File: src/rtl/delay_scan_ctrl_pkg.sv
// Shared types and constants for the delay scan sequencer.
// Build option: DELAY_SCAN_BIDIR_EN enables down-scanning (cfg_dir).
package delay_scan_pkg;

  localparam int DW_DEFAULT = 16;
  localparam int CW_DEFAULT = 16;

  // Fill bits used when a delay step clamps at either end of the range.
  localparam logic SAT_FILL_HI = 1'b1;
  localparam logic SAT_FILL_LO = 1'b0;

  typedef enum logic [2:0] {
    ST_IDLE,
    ST_ARM,
    ST_SETTLE,
    ST_ACQ,
    ST_DONE
  } scan_state_t;

endpackage

File: src/rtl/delay_scan_ctrl_if.sv
// Host/pulse-generator side signals of the delay scan sequencer.
// Build option: DELAY_SCAN_BIDIR_EN adds cfg_dir.
interface delay_scan_ctrl_if
  import delay_scan_pkg::*;
#(
  parameter int DW = DW_DEFAULT,
  parameter int CW = CW_DEFAULT
);
  // start, abort and period_start are single-cycle strobes sampled on every
  // rising clk edge; there is no ready, an ignored strobe is simply dropped.
  logic          start;
  logic          abort;
  logic [DW-1:0] cfg_del_start;
  logic [DW-1:0] cfg_del_step;
  logic [CW-1:0] cfg_npoints;
  logic [CW-1:0] cfg_navg;
`ifdef DELAY_SCAN_BIDIR_EN
  logic          cfg_dir;
`endif
  logic          period_start;
  logic [DW-1:0] del_out;
  logic [CW-1:0] point_idx;
  logic [CW-1:0] avg_idx;
  logic          acq_gate;
  logic          busy;
  logic          done;
  logic          ovf;
  scan_state_t   dbg_state;

  modport master (
    output start, abort, cfg_del_start, cfg_del_step, cfg_npoints, cfg_navg,
`ifdef DELAY_SCAN_BIDIR_EN
    output cfg_dir,
`endif
    output period_start,
    input  del_out, point_idx, avg_idx, acq_gate, busy, done, ovf, dbg_state
  );

  modport slave (
    input  start, abort, cfg_del_start, cfg_del_step, cfg_npoints, cfg_navg,
`ifdef DELAY_SCAN_BIDIR_EN
    input  cfg_dir,
`endif
    input  period_start,
    output del_out, point_idx, avg_idx, acq_gate, busy, done, ovf, dbg_state
  );

endinterface

File: src/rtl/delay_scan_ctrl_sat_stepper.sv
// Combinational delay step with clamping; ovf flags a clamped result.
module sat_stepper
  import delay_scan_pkg::*;
#(
  parameter int DW = DW_DEFAULT
) (
  input  logic [DW-1:0] a,
  input  logic [DW-1:0] b,
  input  logic          sub,
  output logic [DW-1:0] y,
  output logic          ovf
);
  logic [DW:0] sum;
  logic [DW:0] diff;

  always_comb begin
    sum  = {1'b0, a} + {1'b0, b};
    diff = {1'b0, a} - {1'b0, b};
    y    = sum[DW-1:0];
    ovf  = 1'b0;
    if (sub) begin
      y = diff[DW-1:0];
      // The extra top bit is the borrow out of the subtraction.
      if (diff[DW]) begin
        y   = {DW{SAT_FILL_LO}};
        ovf = 1'b1;
      end
    end else if (sum[DW]) begin
      y   = {DW{SAT_FILL_HI}};
      ovf = 1'b1;
    end
  end

endmodule

File: src/rtl/delay_scan_ctrl.sv
// Sweeps the pulse-generator delay over a point series, updating only at period boundaries.
// Build option: DELAY_SCAN_BIDIR_EN latches cfg_dir at start to select down-scanning.
module delay_scan_ctrl
  import delay_scan_pkg::*;
#(
  parameter int DW     = DW_DEFAULT,
  parameter int CW     = CW_DEFAULT,
  parameter int SETTLE = 1
) (
  input logic              clk,
  input logic              reset,
  delay_scan_ctrl_if.slave bus
);
  scan_state_t   state;
  logic [DW-1:0] del_q;
  logic [DW-1:0] del_start_q;
  logic [DW-1:0] del_step_q;
  logic [DW-1:0] step_y;
  logic [CW-1:0] npoints_q;
  logic [CW-1:0] navg_q;
  logic [CW-1:0] point_q;
  logic [CW-1:0] avg_q;
  logic [CW-1:0] settle_q;
  logic          acq_q;
  logic          busy_q;
  logic          done_q;
  logic          ovf_q;
  logic          step_ovf;
  logic          dir_q;
  logic          accept;

  // Abort has priority over start, even while idle.
  assign accept = (state == ST_IDLE) && bus.start && !bus.abort;

  sat_stepper #(.DW(DW)) u_stepper (
    .a   (del_q),
    .b   (del_step_q),
    .sub (dir_q),
    .y   (step_y),
    .ovf (step_ovf)
  );

`ifdef DELAY_SCAN_BIDIR_EN
  always_ff @(posedge clk) begin
    if (reset)       dir_q <= 1'b0;
    else if (accept) dir_q <= bus.cfg_dir;
  end
`else
  assign dir_q = 1'b0;
`endif

  always_ff @(posedge clk) begin
    if (reset) begin
      state       <= ST_IDLE;
      del_q       <= '0;
      del_start_q <= '0;
      del_step_q  <= '0;
      npoints_q   <= '0;
      navg_q      <= '0;
      point_q     <= '0;
      avg_q       <= '0;
      settle_q    <= '0;
      acq_q       <= 1'b0;
      busy_q      <= 1'b0;
      done_q      <= 1'b0;
      ovf_q       <= 1'b0;
    end else begin
      done_q <= 1'b0;
      if (state != ST_IDLE && bus.abort) begin
        state  <= ST_IDLE;
        busy_q <= 1'b0;
        acq_q  <= 1'b0;
      end else begin
        case (state)
          ST_IDLE: begin
            if (accept) begin
              del_start_q <= bus.cfg_del_start;
              del_step_q  <= bus.cfg_del_step;
              npoints_q   <= bus.cfg_npoints;
              navg_q      <= bus.cfg_navg;
              ovf_q       <= 1'b0;
              point_q     <= '0;
              avg_q       <= '0;
              busy_q      <= 1'b1;
              state       <= (bus.cfg_npoints == '0 || bus.cfg_navg == '0) ? ST_DONE : ST_ARM;
            end
          end
          ST_ARM: begin
            if (bus.period_start) begin
              del_q    <= del_start_q;
              settle_q <= '0;
              state    <= ST_SETTLE;
            end
          end
          ST_SETTLE: begin
            if (bus.period_start) begin
              if (settle_q == CW'(SETTLE - 1)) begin
                avg_q <= '0;
                acq_q <= 1'b1;
                state <= ST_ACQ;
              end else begin
                settle_q <= settle_q + CW'(1);
              end
            end
          end
          ST_ACQ: begin
            if (bus.period_start) begin
              if (avg_q == navg_q - CW'(1)) begin
                acq_q <= 1'b0;
                if (point_q == npoints_q - CW'(1)) begin
                  state <= ST_DONE;
                end else begin
                  del_q    <= step_y;
                  ovf_q    <= ovf_q | step_ovf;
                  point_q  <= point_q + CW'(1);
                  avg_q    <= '0;
                  settle_q <= '0;
                  state    <= ST_SETTLE;
                end
              end else begin
                avg_q <= avg_q + CW'(1);
              end
            end
          end
          ST_DONE: begin
            done_q <= 1'b1;
            busy_q <= 1'b0;
            state  <= ST_IDLE;
          end
          default: state <= ST_IDLE;
        endcase
      end
    end
  end

  assign bus.del_out   = del_q;
  assign bus.point_idx = point_q;
  assign bus.avg_idx   = avg_q;
  assign bus.acq_gate  = acq_q;
  assign bus.busy      = busy_q;
  assign bus.done      = done_q;
  assign bus.ovf       = ovf_q;
  assign bus.dbg_state = state;

endmodule
File: src/flat_wrapper.sv
// flat-port wrapper written by rule: the top's interface ports become plain ports
module delay_scan_ctrl_flat import delay_scan_pkg::*;
#(
  parameter int DW     = DW_DEFAULT,
  parameter int CW     = CW_DEFAULT,
  parameter int SETTLE = 1
)
  (clk, reset, bus_start, bus_abort, bus_cfg_del_start, bus_cfg_del_step, bus_cfg_npoints, bus_cfg_navg, bus_period_start, bus_del_out, bus_point_idx, bus_avg_idx, bus_acq_gate, bus_busy, bus_done, bus_ovf, bus_dbg_state);
  delay_scan_ctrl_if #(.DW(DW), .CW(CW)) bus_i ();
  input logic clk;
  input logic reset;
  input wire logic [$bits(bus_i.start)-1:0] bus_start;
  input wire logic [$bits(bus_i.abort)-1:0] bus_abort;
  input wire logic [$bits(bus_i.cfg_del_start)-1:0] bus_cfg_del_start;
  input wire logic [$bits(bus_i.cfg_del_step)-1:0] bus_cfg_del_step;
  input wire logic [$bits(bus_i.cfg_npoints)-1:0] bus_cfg_npoints;
  input wire logic [$bits(bus_i.cfg_navg)-1:0] bus_cfg_navg;
  input wire logic [$bits(bus_i.period_start)-1:0] bus_period_start;
  output wire logic [$bits(bus_i.del_out)-1:0] bus_del_out;
  output wire logic [$bits(bus_i.point_idx)-1:0] bus_point_idx;
  output wire logic [$bits(bus_i.avg_idx)-1:0] bus_avg_idx;
  output wire logic [$bits(bus_i.acq_gate)-1:0] bus_acq_gate;
  output wire logic [$bits(bus_i.busy)-1:0] bus_busy;
  output wire logic [$bits(bus_i.done)-1:0] bus_done;
  output wire logic [$bits(bus_i.ovf)-1:0] bus_ovf;
  output wire logic [$bits(bus_i.dbg_state)-1:0] bus_dbg_state;
  assign bus_i.start = bus_start;
  assign bus_i.abort = bus_abort;
  assign bus_i.cfg_del_start = bus_cfg_del_start;
  assign bus_i.cfg_del_step = bus_cfg_del_step;
  assign bus_i.cfg_npoints = bus_cfg_npoints;
  assign bus_i.cfg_navg = bus_cfg_navg;
  assign bus_i.period_start = bus_period_start;
  assign bus_del_out = bus_i.del_out;
  assign bus_point_idx = bus_i.point_idx;
  assign bus_avg_idx = bus_i.avg_idx;
  assign bus_acq_gate = bus_i.acq_gate;
  assign bus_busy = bus_i.busy;
  assign bus_done = bus_i.done;
  assign bus_ovf = bus_i.ovf;
  assign bus_dbg_state = bus_i.dbg_state;
  delay_scan_ctrl #(.DW(DW), .CW(CW), .SETTLE(SETTLE)) u_core (.clk(clk), .reset(reset), .bus(bus_i));
endmodule
File: config.mk
export PLATFORM = sky130hd
export DESIGN_NAME = delay_scan_ctrl_flat
export DESIGN_NICKNAME = d
export VERILOG_FILES = /design/src/rtl/delay_scan_ctrl_pkg.sv /design/src/rtl/delay_scan_ctrl_if.sv /design/src/rtl/delay_scan_ctrl_sat_stepper.sv /design/src/rtl/delay_scan_ctrl.sv /design/src/flat_wrapper.sv
export SDC_FILE = /design/constraint.sdc
export NUM_CORES = 1
export LEC_CHECK = 0
export BUFFER_PORTS_ARGS = -buffer_cell sky130_fd_sc_hd__buf_2
export CAP_MARGIN = 20
export CORE_ASPECT_RATIO = 0.75
export CORE_UTILIZATION = 50
export CTS_BUF_LIST = sky130_fd_sc_hd__clkbuf_8
export CTS_CLUSTER_DIAMETER = 40
export DETAILED_ROUTE_END_ITERATION = 8
export GPL_TIMING_DRIVEN = 1
export PLACE_DENSITY = 0.76
export SYNTH_ARGS = -nofsm -noshare
export SYNTH_HDL_FRONTEND = slang
export SYNTH_SLANG_ARGS = --single-unit
File: constraint.sdc
create_clock -name clk -period 3.4 [get_ports clk]
set_clock_uncertainty 0.2 [all_clocks]
set_input_delay 0 -clock clk [delete_from_list [all_inputs] [get_ports clk]]
set_output_delay 0 -clock clk [all_outputs]
set_load 0.05 [all_outputs]
==> impl_metrics.prom, run 1 <==
# TYPE chip_impl_metric gauge
chip_impl_metric{name="syn_avg_cell_area",unit="sq um"} 8.01
chip_impl_metric{name="ys_seq_area_frac",unit=""} 0.343
chip_impl_info{name="postSynth.topFlopCell",value="sky130_fd_sc_hd__dfxtp_1"} 1
chip_impl_metric{name="cts.sink_count",unit=""} 135
chip_impl_metric{name="yosys.area_share.xor_xnor",unit=""} 0.0753
chip_impl_metric{name="gr-usage-all-layers",unit=""} 0.315
chip_impl_metric{name="cap_violations",unit=""} 0
chip_impl_metric{name="timing.final.hold_violations",unit=""} 0
chip_impl_metric{name="io_buffers",unit=""} 123
chip_impl_metric{name="via_per_inst",unit=""} 5.88
chip_impl_metric{name="number_of_cell_instances_on_the_worst_register_to_register_path",unit=""} 14
chip_impl_metric{name="period_needed",unit="ns"} 3.46
chip_impl_info{name="critPathLaunchType",value="register"} 1
chip_impl_metric{name="routed_met3_length",unit="microns"} 1770
chip_impl_info{name="path_cells",value="inv_2 -> ha_4 -> or4b_4 -> or3_1 -> a21oi_1 -> o31a_1 -> a21oi_4 -> buf_6 -> a21boi_4 -> o211ai_4 -> buf_12 -> buf_6 -> or4_1 -> a21oi_1"} 1
chip_impl_metric{name="final_layout_size_suffix_gt1_frac",unit=""} 0.242
chip_impl_metric{name="die_height",unit="microns"} 111
chip_impl_info{name="layout.cells.most_common",value="sky130_fd_sc_hd__nand2_1"} 1
chip_impl_metric{name="clkTransAtPathRegs",unit="ns"} 0.10
chip_impl_info{name="synth_top_family_by_area",value="simple AND/OR/NAND/NOR gates"} 1
chip_impl_metric{name="timing.max_slew.rel_slack",unit=""} 0.385
chip_impl_metric{name="synth_area",unit="sq mm"} 0.00788
chip_impl_metric{name="yosys_warnings",unit=""} 0
chip_impl_metric{name="synth_cell_type_count",unit=""} 88
chip_impl_info{name="worstReg2RegEnd",value="u_core.bus.point_idx[11]$_SDFFE_PP0P_"} 1
chip_impl_info{name="crit-reg2reg-launch",value="u_core.npoints_q[0]$_SDFFE_PP0P_"} 1
chip_impl_metric{name="drt_pass1_iterations",unit=""} 5
chip_impl_info{name="setup_repair_after_global_routing_missed_its_margin",value="true"} 1
chip_impl_info{name="failing_checks",value="setup timing"} 1
chip_impl_info{name="cp-startpoint",value="u_core.npoints_q[0]$_SDFFE_PP0P_"} 1
chip_impl_metric{name="vias_in_the_first_global_route",unit=""} 8494
chip_impl_metric{name="synth-compound-area-share",unit=""} 0.210
chip_impl_metric{name="synth-async-reset-ratio",unit=""} 0
chip_impl_metric{name="drc",unit=""} 0
chip_impl_metric{name="num_vias",unit=""} 8824
chip_impl_info{name="setup.worst_path.class",value="register to register"} 1
chip_impl_metric{name="yosys-mux-area-fraction",unit=""} 0.00651
chip_impl_info{name="layout_common_cells",value="sky130_fd_sc_hd__nand2_1, sky130_fd_sc_hd__dlygate4sd3_1, sky130_fd_sc_hd__dfxtp_1"} 1
chip_impl_metric{name="n_antenna_cell",unit=""} 0
chip_impl_metric{name="die_w",unit="microns"} 147
chip_impl_metric{name="worst_skew_pair.late_latency",unit="ns"} 0.48
chip_impl_metric{name="fp.dieArea",unit="sq mm"} 0.0163
chip_impl_metric{name="timing.critical_path.slowest_cell_delay",unit="ns"} 0.52
chip_impl_metric{name="grt_pass1_wl",unit="microns"} 41400
chip_impl_metric{name="worstPathArrival",unit="ns"} 3.66
chip_impl_metric{name="slew_viol_final",unit=""} 0
chip_impl_metric{name="globalplace.congestion",unit=""} 0.861
chip_impl_metric{name="ioPinCount",unit=""} 124
chip_impl_info{name="worst_setup_path_end_kind",value="register"} 1
chip_impl_metric{name="post_route_worst_setup_slack",unit="ns"} -0.0587
chip_impl_info{name="slowest_stage",value="sky130_fd_sc_hd__or4_1"} 1
chip_impl_metric{name="r2r_setup_slack",unit="ns"} -0.06
chip_impl_metric{name="power_density",unit="mW/mm^2"} 340
chip_impl_metric{name="grt_antenna_before_repair",unit=""} 0
chip_impl_metric{name="area_delta_synth_final",unit="%"} 43.5
chip_impl_info{name="worstHoldPathType",value="primary input to register"} 1
chip_impl_metric{name="crit_required",unit="ns"} 3.60
chip_impl_metric{name="postSynthCellCount",unit=""} 984
chip_impl_info{name="clock_tree.root_cell",value="sky130_fd_sc_hd__clkbuf_8"} 1
chip_impl_metric{name="leakage",unit="uW"} 0.00454
chip_impl_metric{name="wl_cell",unit="microns"} 17.6
chip_impl_metric{name="routedLengthMet1",unit="microns"} 11400
chip_impl_metric{name="met2RoutedLength",unit="microns"} 12500
chip_impl_metric{name="finalPower",unit="uW"} 3840
chip_impl_metric{name="wp_buf_inv",unit=""} 4
chip_impl_metric{name="post-route-period-util",unit=""} 1.02
chip_impl_metric{name="grt_max_degree",unit=""} 66
chip_impl_info{name="route.top_layer_used",value="met4"} 1
chip_impl_metric{name="ys_seq_elements",unit=""} 135
chip_impl_info{name="cp_top_family",value="simple AND/OR/NAND/NOR gates"} 1
chip_impl_metric{name="crit_cells",unit=""} 14
chip_impl_metric{name="cts_buffer_depth",unit=""} 2
chip_impl_metric{name="floorplan.core_area",unit="sq mm"} 0.0153
chip_impl_info{name="cts_tree",value="done"} 1
chip_impl_metric{name="floorplan.rows",unit=""} 39
chip_impl_metric{name="setup_viol",unit=""} 16
chip_impl_metric{name="vdd_drop_max",unit="mV"} 0.203
chip_impl_info{name="run_status",value="complete, but fails checks"} 1
chip_impl_metric{name="numCtsBuffers",unit=""} 17
chip_impl_metric{name="h_tree_depth",unit=""} 4
chip_impl_metric{name="core_occupancy_in_the_finished_layout",unit=""} 0.738
chip_impl_metric{name="synth-adder-area-share",unit=""} 0.0375
chip_impl_metric{name="drt_first_iter_violations",unit=""} 693
chip_impl_info{name="crit_end",value="u_core.bus.point_idx[11]$_SDFFE_PP0P_"} 1
chip_impl_metric{name="ant_nets",unit=""} 0
chip_impl_metric{name="critical_path.max_fanout",unit=""} 6
chip_impl_metric{name="highest_attainable_clock_frequency",unit="GHz"} 0.289
chip_impl_metric{name="worst_slew_pin_slew",unit="ns"} 0.919
chip_impl_metric{name="synth-simple-area-share",unit=""} 0.285
chip_impl_metric{name="drt_wl_total",unit="microns"} 26400
chip_impl_metric{name="edff_count_synth",unit=""} 0
chip_impl_metric{name="nets",unit=""} 1376
chip_impl_metric{name="grt_total_ovfl",unit=""} 0
chip_impl_metric{name="initial_utilization",unit=""} 0.514
chip_impl_metric{name="detailed_place_hpwl",unit="microns"} 15100
chip_impl_metric{name="mappedNetlistNets",unit=""} 1076
chip_impl_metric{name="num-fill-cells",unit=""} 1101
flip-flops by register name (all words and copies together) (netlist names):
register	cells
u_core.npoints_q	16
u_core.bus.avg_idx	16
u_core.del_step_q	16
u_core.bus.done	1
u_core.del_start_q	16
u_core.settle_q	16
u_core.navg_q	16
u_core.bus.ovf	1
u_core.bus.point_idx	16
u_core.bus.del_out	16
u_core.bus.dbg_state	3
u_core.bus.acq_gate	1
u_core.bus.busy	1
stage by stage:
step / area, sq um / worst slack (ns) / instances / TNS (ns) / hold WS (ns)
floorplan: 7880 / 0.0506 / 984 / 0 / -0.0640
global placement: 8820 / -0.0621 / 1295 / -0.661 / 0.0435
detailed placement: 8820 / -0.125 / 1295 / -2.41 / 0.0462
CTS: 10900 / -0.0164 / 1489 / -0.0195 / 0.174
global route: 11300 / -0.187 / 1501 / -4.81 / 0.216
finish: 11300 / -0.0587 / 1501 / -0.553 / 0.224
report_power, final:
part | switching (uW) | internal (uW) | leakage, uW
clock | 702 | 651 | 0.000189
sequential | 57.7 | 1630 | 0.00110
combinational | 414 | 394 | 0.00326
total | 1170 | 2670 | 0.00454
cell usage after synthesis, types with 8 or more instances:
cell type	count	area share
sky130_fd_sc_hd__o211ai_1	8	0.0076
sky130_fd_sc_hd__o21ai_0	20	0.013
sky130_fd_sc_hd__inv_1	19	0.0091
sky130_fd_sc_hd__nand2b_1	8	0.0064
sky130_fd_sc_hd__xnor2_1	34	0.038
sky130_fd_sc_hd__xor2_1	30	0.033
sky130_fd_sc_hd__or4_1	23	0.022
sky130_fd_sc_hd__nor2_1	58	0.028
sky130_fd_sc_hd__dfxtp_1	135	0.34
sky130_fd_sc_hd__nand3_1	18	0.011
sky130_fd_sc_hd__ha_1	22	0.035
sky130_fd_sc_hd__nor3b_1	9	0.0086
sky130_fd_sc_hd__or3_1	14	0.011
sky130_fd_sc_hd__o31ai_1	23	0.022
sky130_fd_sc_hd__and3_1	10	0.0079
sky130_fd_sc_hd__clkbuf_1	36	0.017
sky130_fd_sc_hd__o21ai_1	8	0.0051
sky130_fd_sc_hd__nor4_1	22	0.017
sky130_fd_sc_hd__buf_2	9	0.0057
sky130_fd_sc_hd__nand2_1	175	0.083
sky130_fd_sc_hd__nand4_1	22	0.017
sky130_fd_sc_hd__a21oi_1	128	0.081
sky130_fd_sc_hd__o21a_1	9	0.0086
sky130_fd_sc_hd__nor3_1	13	0.0083
kinds of logic after synthesis:
kind of cell	count (synthesis)
simple gates	421
flops	135
compound gates	256
buf+inv	78
xor+xnor	66
fa+ha+maj	23
mux	5
repair_timing:
| item | 4_1_cts | 5_1_grt |
|---|---|---|
| endpoints found under the hold margin | 90 | 0 |
| hold buffers | 155 | 0 |
| cloned | 1 | 4 |
| endpoints found under the setup margin | 46 | 64 |
| pin swaps | 4 | 45 |
| buffers inserted | 7 | 9 |
| resized for setup | 6 | 84 |
area by class of cell:
type | instances | area, sq um | share of cell area
multi-input cells | 774 | 5160 | 0.456
repair buffers | 336 | 2720 | 0.241
flip-flops and latches | 135 | 2710 | 0.240
well taps | 205 | 256 | 0.0227
clock buffers | 17 | 234 | 0.0207
clock inverters | 14 | 150 | 0.0133
inverters | 20 | 75.1 | 0.00664
worst register-to-register path: cells and delay by family (launching register included):
kind / cells / cell delay [ns]
and+or+nand+nor: 3 / 1.35
AOI/OAI and AO/OA: 6 / 0.90
buffers and inverters: 4 / 0.47
DFF: 1 / 0.34
adders and majority gates: 1 / 0.12
how the worst min path moves through the flow:
stage | from | end | slack, ns | cells past startpoint
6_report | bus_cfg_npoints[2] | u_core.npoints_q[2]$_SDFFE_PP0P_ | 0.22 | 4
3_3_place_gp | bus_cfg_del_step[7] | u_core.del_step_q[7]$_SDFFE_PP0P_ | 0.04 | 3
2_1_floorplan | bus_cfg_del_start[0] | u_core.del_start_q[0]$_SDFFE_PP0P_ | -0.06 | 2
4_1_cts | bus_cfg_npoints[2] | u_core.npoints_q[2]$_SDFFE_PP0P_ | 0.17 | 4
3_5_place_dp | bus_cfg_del_start[11] | u_core.del_start_q[11]$_SDFFE_PP0P_ | 0.05 | 3
5_1_grt | bus_cfg_npoints[2] | u_core.npoints_q[2]$_SDFFE_PP0P_ | 0.22 | 4
metal layers:
| metal | track usage | vias to the layer above |
|---|---|---|
| met4 | 0.107 | 0 |
| met1 | 0.396 | 4225 |
| met5 | 0 | - |
| li1 | - | 4166 |
| met2 | 0.526 | 360 |
| met3 | 0.0761 | 73 |
Power figures use the tool's default switching activity.
==> run 2: changes to the inputs <==
TNS_END_PERCENT = 30   (was unset)
==> run 2 against run 1 <==
Net effect: the flow still finishes with violations (setup timing); worst setup slack better by 0.041 ns; final area down 2.0%; maximum frequency up 1.2%; largest cell class unchanged.
==> impl_metrics.prom, run 2 (synthesis results as in run 1) <==
# TYPE chip_impl_metric gauge
chip_impl_metric{name="worst_slew_pin_slew",unit="ns"} 0.942
chip_impl_info{name="worstHoldPathType",value="primary input to register"} 1
chip_impl_metric{name="timing.max_slew.rel_slack",unit=""} 0.369
chip_impl_metric{name="die_height",unit="microns"} 111
chip_impl_info{name="path_cells",value="inv_2 -> ha_4 -> or4b_4 -> or4b_1 -> and3_1 -> o31a_1 -> a21oi_4 -> a211oi_4 -> buf_12 -> o2111a_2 -> buf_12 -> o211ai_1 -> a21oi_1"} 1
chip_impl_metric{name="ant_nets",unit=""} 0
chip_impl_metric{name="vdd_drop_max",unit="mV"} 0.205
chip_impl_metric{name="number_of_cell_instances_on_the_worst_register_to_register_path",unit=""} 13
chip_impl_metric{name="cts_buffer_depth",unit=""} 2
chip_impl_info{name="setup.worst_path.class",value="register to register"} 1
chip_impl_info{name="cp_top_family",value="simple AND/OR/NAND/NOR gates"} 1
chip_impl_metric{name="worst_skew_pair.late_latency",unit="ns"} 0.48
chip_impl_info{name="critPathLaunchType",value="register"} 1
chip_impl_info{name="worst_setup_path_end_kind",value="register"} 1
chip_impl_metric{name="num_vias",unit=""} 8729
chip_impl_metric{name="drt_pass1_iterations",unit=""} 5
chip_impl_metric{name="gr-usage-all-layers",unit=""} 0.314
chip_impl_metric{name="io_buffers",unit=""} 123
chip_impl_metric{name="post_route_worst_setup_slack",unit="ns"} -0.0177
chip_impl_metric{name="leakage",unit="uW"} 0.00447
chip_impl_metric{name="detailed_place_hpwl",unit="microns"} 15100
chip_impl_metric{name="final_cell_area",unit="sq mm"} 0.0111
chip_impl_info{name="layout_common_cells",value="sky130_fd_sc_hd__nand2_1, sky130_fd_sc_hd__dlygate4sd3_1, sky130_fd_sc_hd__dfxtp_1"} 1
chip_impl_metric{name="numCtsBuffers",unit=""} 17
chip_impl_metric{name="share_of_total_power_in_combinational_logic",unit=""} 0.205
chip_impl_metric{name="globalplace.congestion",unit=""} 0.861
chip_impl_metric{name="timing.final.hold_violations",unit=""} 0
chip_impl_info{name="run_status",value="complete, but fails checks"} 1
chip_impl_metric{name="dpl-instance-area",unit="sq mm"} 0.00882
chip_impl_metric{name="final_layout_size_suffix_gt1_frac",unit=""} 0.220
chip_impl_metric{name="nets",unit=""} 1369
chip_impl_metric{name="r2r_setup_slack",unit="ns"} -0.02
chip_impl_info{name="cp-startpoint",value="u_core.npoints_q[0]$_SDFFE_PP0P_"} 1
chip_impl_info{name="worst_path_most_repeated_cell",value="sky130_fd_sc_hd__buf_12"} 1
chip_impl_metric{name="holdWs",unit="ns"} 0.232
chip_impl_metric{name="h_tree_depth",unit=""} 4
chip_impl_metric{name="cell_total_after_placement",unit=""} 1295
chip_impl_metric{name="n_antenna_cell",unit=""} 0
chip_impl_info{name="slowest_stage",value="sky130_fd_sc_hd__or4b_4"} 1
chip_impl_metric{name="area_delta_synth_final",unit="%"} 40.6
chip_impl_metric{name="floorplan.core_area",unit="sq mm"} 0.0153
chip_impl_metric{name="grt_pass1_wl",unit="microns"} 41200
chip_impl_metric{name="finalPower",unit="uW"} 3820
chip_impl_metric{name="setup_viol",unit=""} 3
chip_impl_metric{name="net_sw_frac",unit=""} 0.306
chip_impl_metric{name="worstPathArrival",unit="ns"} 3.55
chip_impl_metric{name="timing.critical_path.slowest_cell_delay",unit="ns"} 0.51
chip_impl_metric{name="cap_violations",unit=""} 0
chip_impl_metric{name="power_frac_clock",unit=""} 0.355
chip_impl_metric{name="wp_buf_inv",unit=""} 3
chip_impl_metric{name="drt_first_iter_violations",unit=""} 636
chip_impl_metric{name="initial_utilization",unit=""} 0.514
chip_impl_info{name="cts_tree",value="done"} 1
chip_impl_metric{name="vias_in_the_first_global_route",unit=""} 8433
chip_impl_metric{name="ioPinCount",unit=""} 124
chip_impl_metric{name="slew_viol_final",unit=""} 0
chip_impl_metric{name="grt_total_ovfl",unit=""} 0
chip_impl_info{name="setup_repair_after_global_routing_missed_its_margin",value="true"} 1
chip_impl_metric{name="cts.sink_count",unit=""} 135
chip_impl_metric{name="share_seq_of_total_power",unit=""} 0.440
chip_impl_metric{name="period_needed",unit="ns"} 3.42
chip_impl_metric{name="switchingPower",unit="uW"} 1170
chip_impl_metric{name="power_density",unit="mW/mm^2"} 345
chip_impl_metric{name="preCtsSetupSlack",unit="ns"} -0.125
chip_impl_metric{name="die_w",unit="microns"} 147
chip_impl_metric{name="crit_cells",unit=""} 13
chip_impl_metric{name="via_per_inst",unit=""} 5.84
chip_impl_metric{name="post-route-period-util",unit=""} 1.01
chip_impl_metric{name="internal-power",unit="uW"} 2650
chip_impl_metric{name="post_layout_nonfiller_instances",unit=""} 1494
chip_impl_metric{name="highest_attainable_clock_frequency",unit="GHz"} 0.293
chip_impl_info{name="worstReg2RegEnd",value="u_core.bus.del_out[1]$_SDFFE_PP0P_"} 1
chip_impl_info{name="layout.cells.most_common",value="sky130_fd_sc_hd__nand2_1"} 1
chip_impl_info{name="clock_tree.root_cell",value="sky130_fd_sc_hd__clkbuf_8"} 1
chip_impl_info{name="crit-reg2reg-launch",value="u_core.npoints_q[0]$_SDFFE_PP0P_"} 1
chip_impl_metric{name="grt_antenna_before_repair",unit=""} 0
chip_impl_metric{name="grt_max_degree",unit=""} 66
chip_impl_metric{name="drc",unit=""} 0
chip_impl_metric{name="critical_path.max_fanout",unit=""} 6
chip_impl_metric{name="clkTransAtPathRegs",unit="ns"} 0.09
chip_impl_metric{name="crit_required",unit="ns"} 3.54
chip_impl_metric{name="wl_cell",unit="microns"} 17.3
chip_impl_info{name="crit_end",value="u_core.bus.del_out[1]$_SDFFE_PP0P_"} 1
chip_impl_metric{name="fp.dieArea",unit="sq mm"} 0.0163
chip_impl_info{name="failing_checks",value="setup timing"} 1
chip_impl_metric{name="floorplan.rows",unit=""} 39
chip_impl_metric{name="drt_wl_total",unit="microns"} 25800
run 2: cell count changes in the layout (fill, tap and decap cells not counted), sizes merged:
cell    previous run  this run
o211ai            10        11
o2111a             3         2
buf              181       174
run 2: power groups by stage:
stage	Clock [uW]	Combinational (uW)	Sequential [uW]
after floorplan	0	400	1710
after global placement	0	570	1710
after detailed placement	0	576	1710
after CTS	1350	713	1680
after global routing	1440	841	1690
final	1360	783	1680
run 2: worst register-to-register path, cell delays in order, from the launching register on:
cell and delay [ns]:
sky130_fd_sc_hd__dfxtp_2 0.34, sky130_fd_sc_hd__inv_2 0.06, sky130_fd_sc_hd__ha_4 0.12, sky130_fd_sc_hd__or4b_4 0.51, sky130_fd_sc_hd__or4b_1 0.47, sky130_fd_sc_hd__and3_1 0.17
sky130_fd_sc_hd__o31a_1 0.32, sky130_fd_sc_hd__a21oi_4 0.20, sky130_fd_sc_hd__a211oi_4 0.10, sky130_fd_sc_hd__buf_12 0.15, sky130_fd_sc_hd__o2111a_2 0.31, sky130_fd_sc_hd__buf_12 0.15
sky130_fd_sc_hd__o211ai_1 0.09, sky130_fd_sc_hd__a21oi_1 0.08
run 2: layout make-up:
type | count | area (sq um)
clock buffers | 17 | 234
repair buffers | 329 | 2610
flip-flops and latches | 135 | 2710
well taps | 205 | 256
inverters | 20 | 75.1
fillers | 1107 | 4240
clock inverters | 14 | 150
multi-input cells | 774 | 5040
run 2: worst min-delay path by stage:
stage	from	end	cells past startpoint
final	bus_cfg_npoints[2]	u_core.npoints_q[2]$_SDFFE_PP0P_	4
after global routing	bus_cfg_npoints[2]	u_core.npoints_q[2]$_SDFFE_PP0P_	4
after CTS	bus_cfg_npoints[2]	u_core.npoints_q[2]$_SDFFE_PP0P_	4
after detailed placement	bus_cfg_del_start[11]	u_core.del_start_q[11]$_SDFFE_PP0P_	3
after global placement	bus_cfg_del_step[7]	u_core.del_step_q[7]$_SDFFE_PP0P_	3
after floorplan	bus_cfg_del_start[0]	u_core.del_start_q[0]$_SDFFE_PP0P_	2
run 2: layer usage:
layer	vias up	part of all wire	GRT usage
met1	4166	0.44	0.404
met5	-	0	0
met3	64	0.065	0.0716
met4	0	0.025	0.108
met2	339	0.47	0.517
li1	4160	-	-
run 2: repair_timing:
| action | CTS | global route |
|---|---|---|
| endpoints found under the setup margin | 46 | 65 |
| hold buffers | 155 | 0 |
| pin swaps | 3 | 21 |
| resized for setup | 4 | 42 |
| endpoints found under the hold margin | 90 | 0 |
| setup buffers | 0 | 10 |
| gates cloned | 1 | 2 |
run 2: metrics by stage:
step                       util  setup TNS, ns
after global routing      0.723          -3.39
after global placement    0.576         -0.661
final                     0.723        -0.0333
after detailed placement  0.576          -2.41
after CTS                 0.703         -0.616
after floorplan               -              0
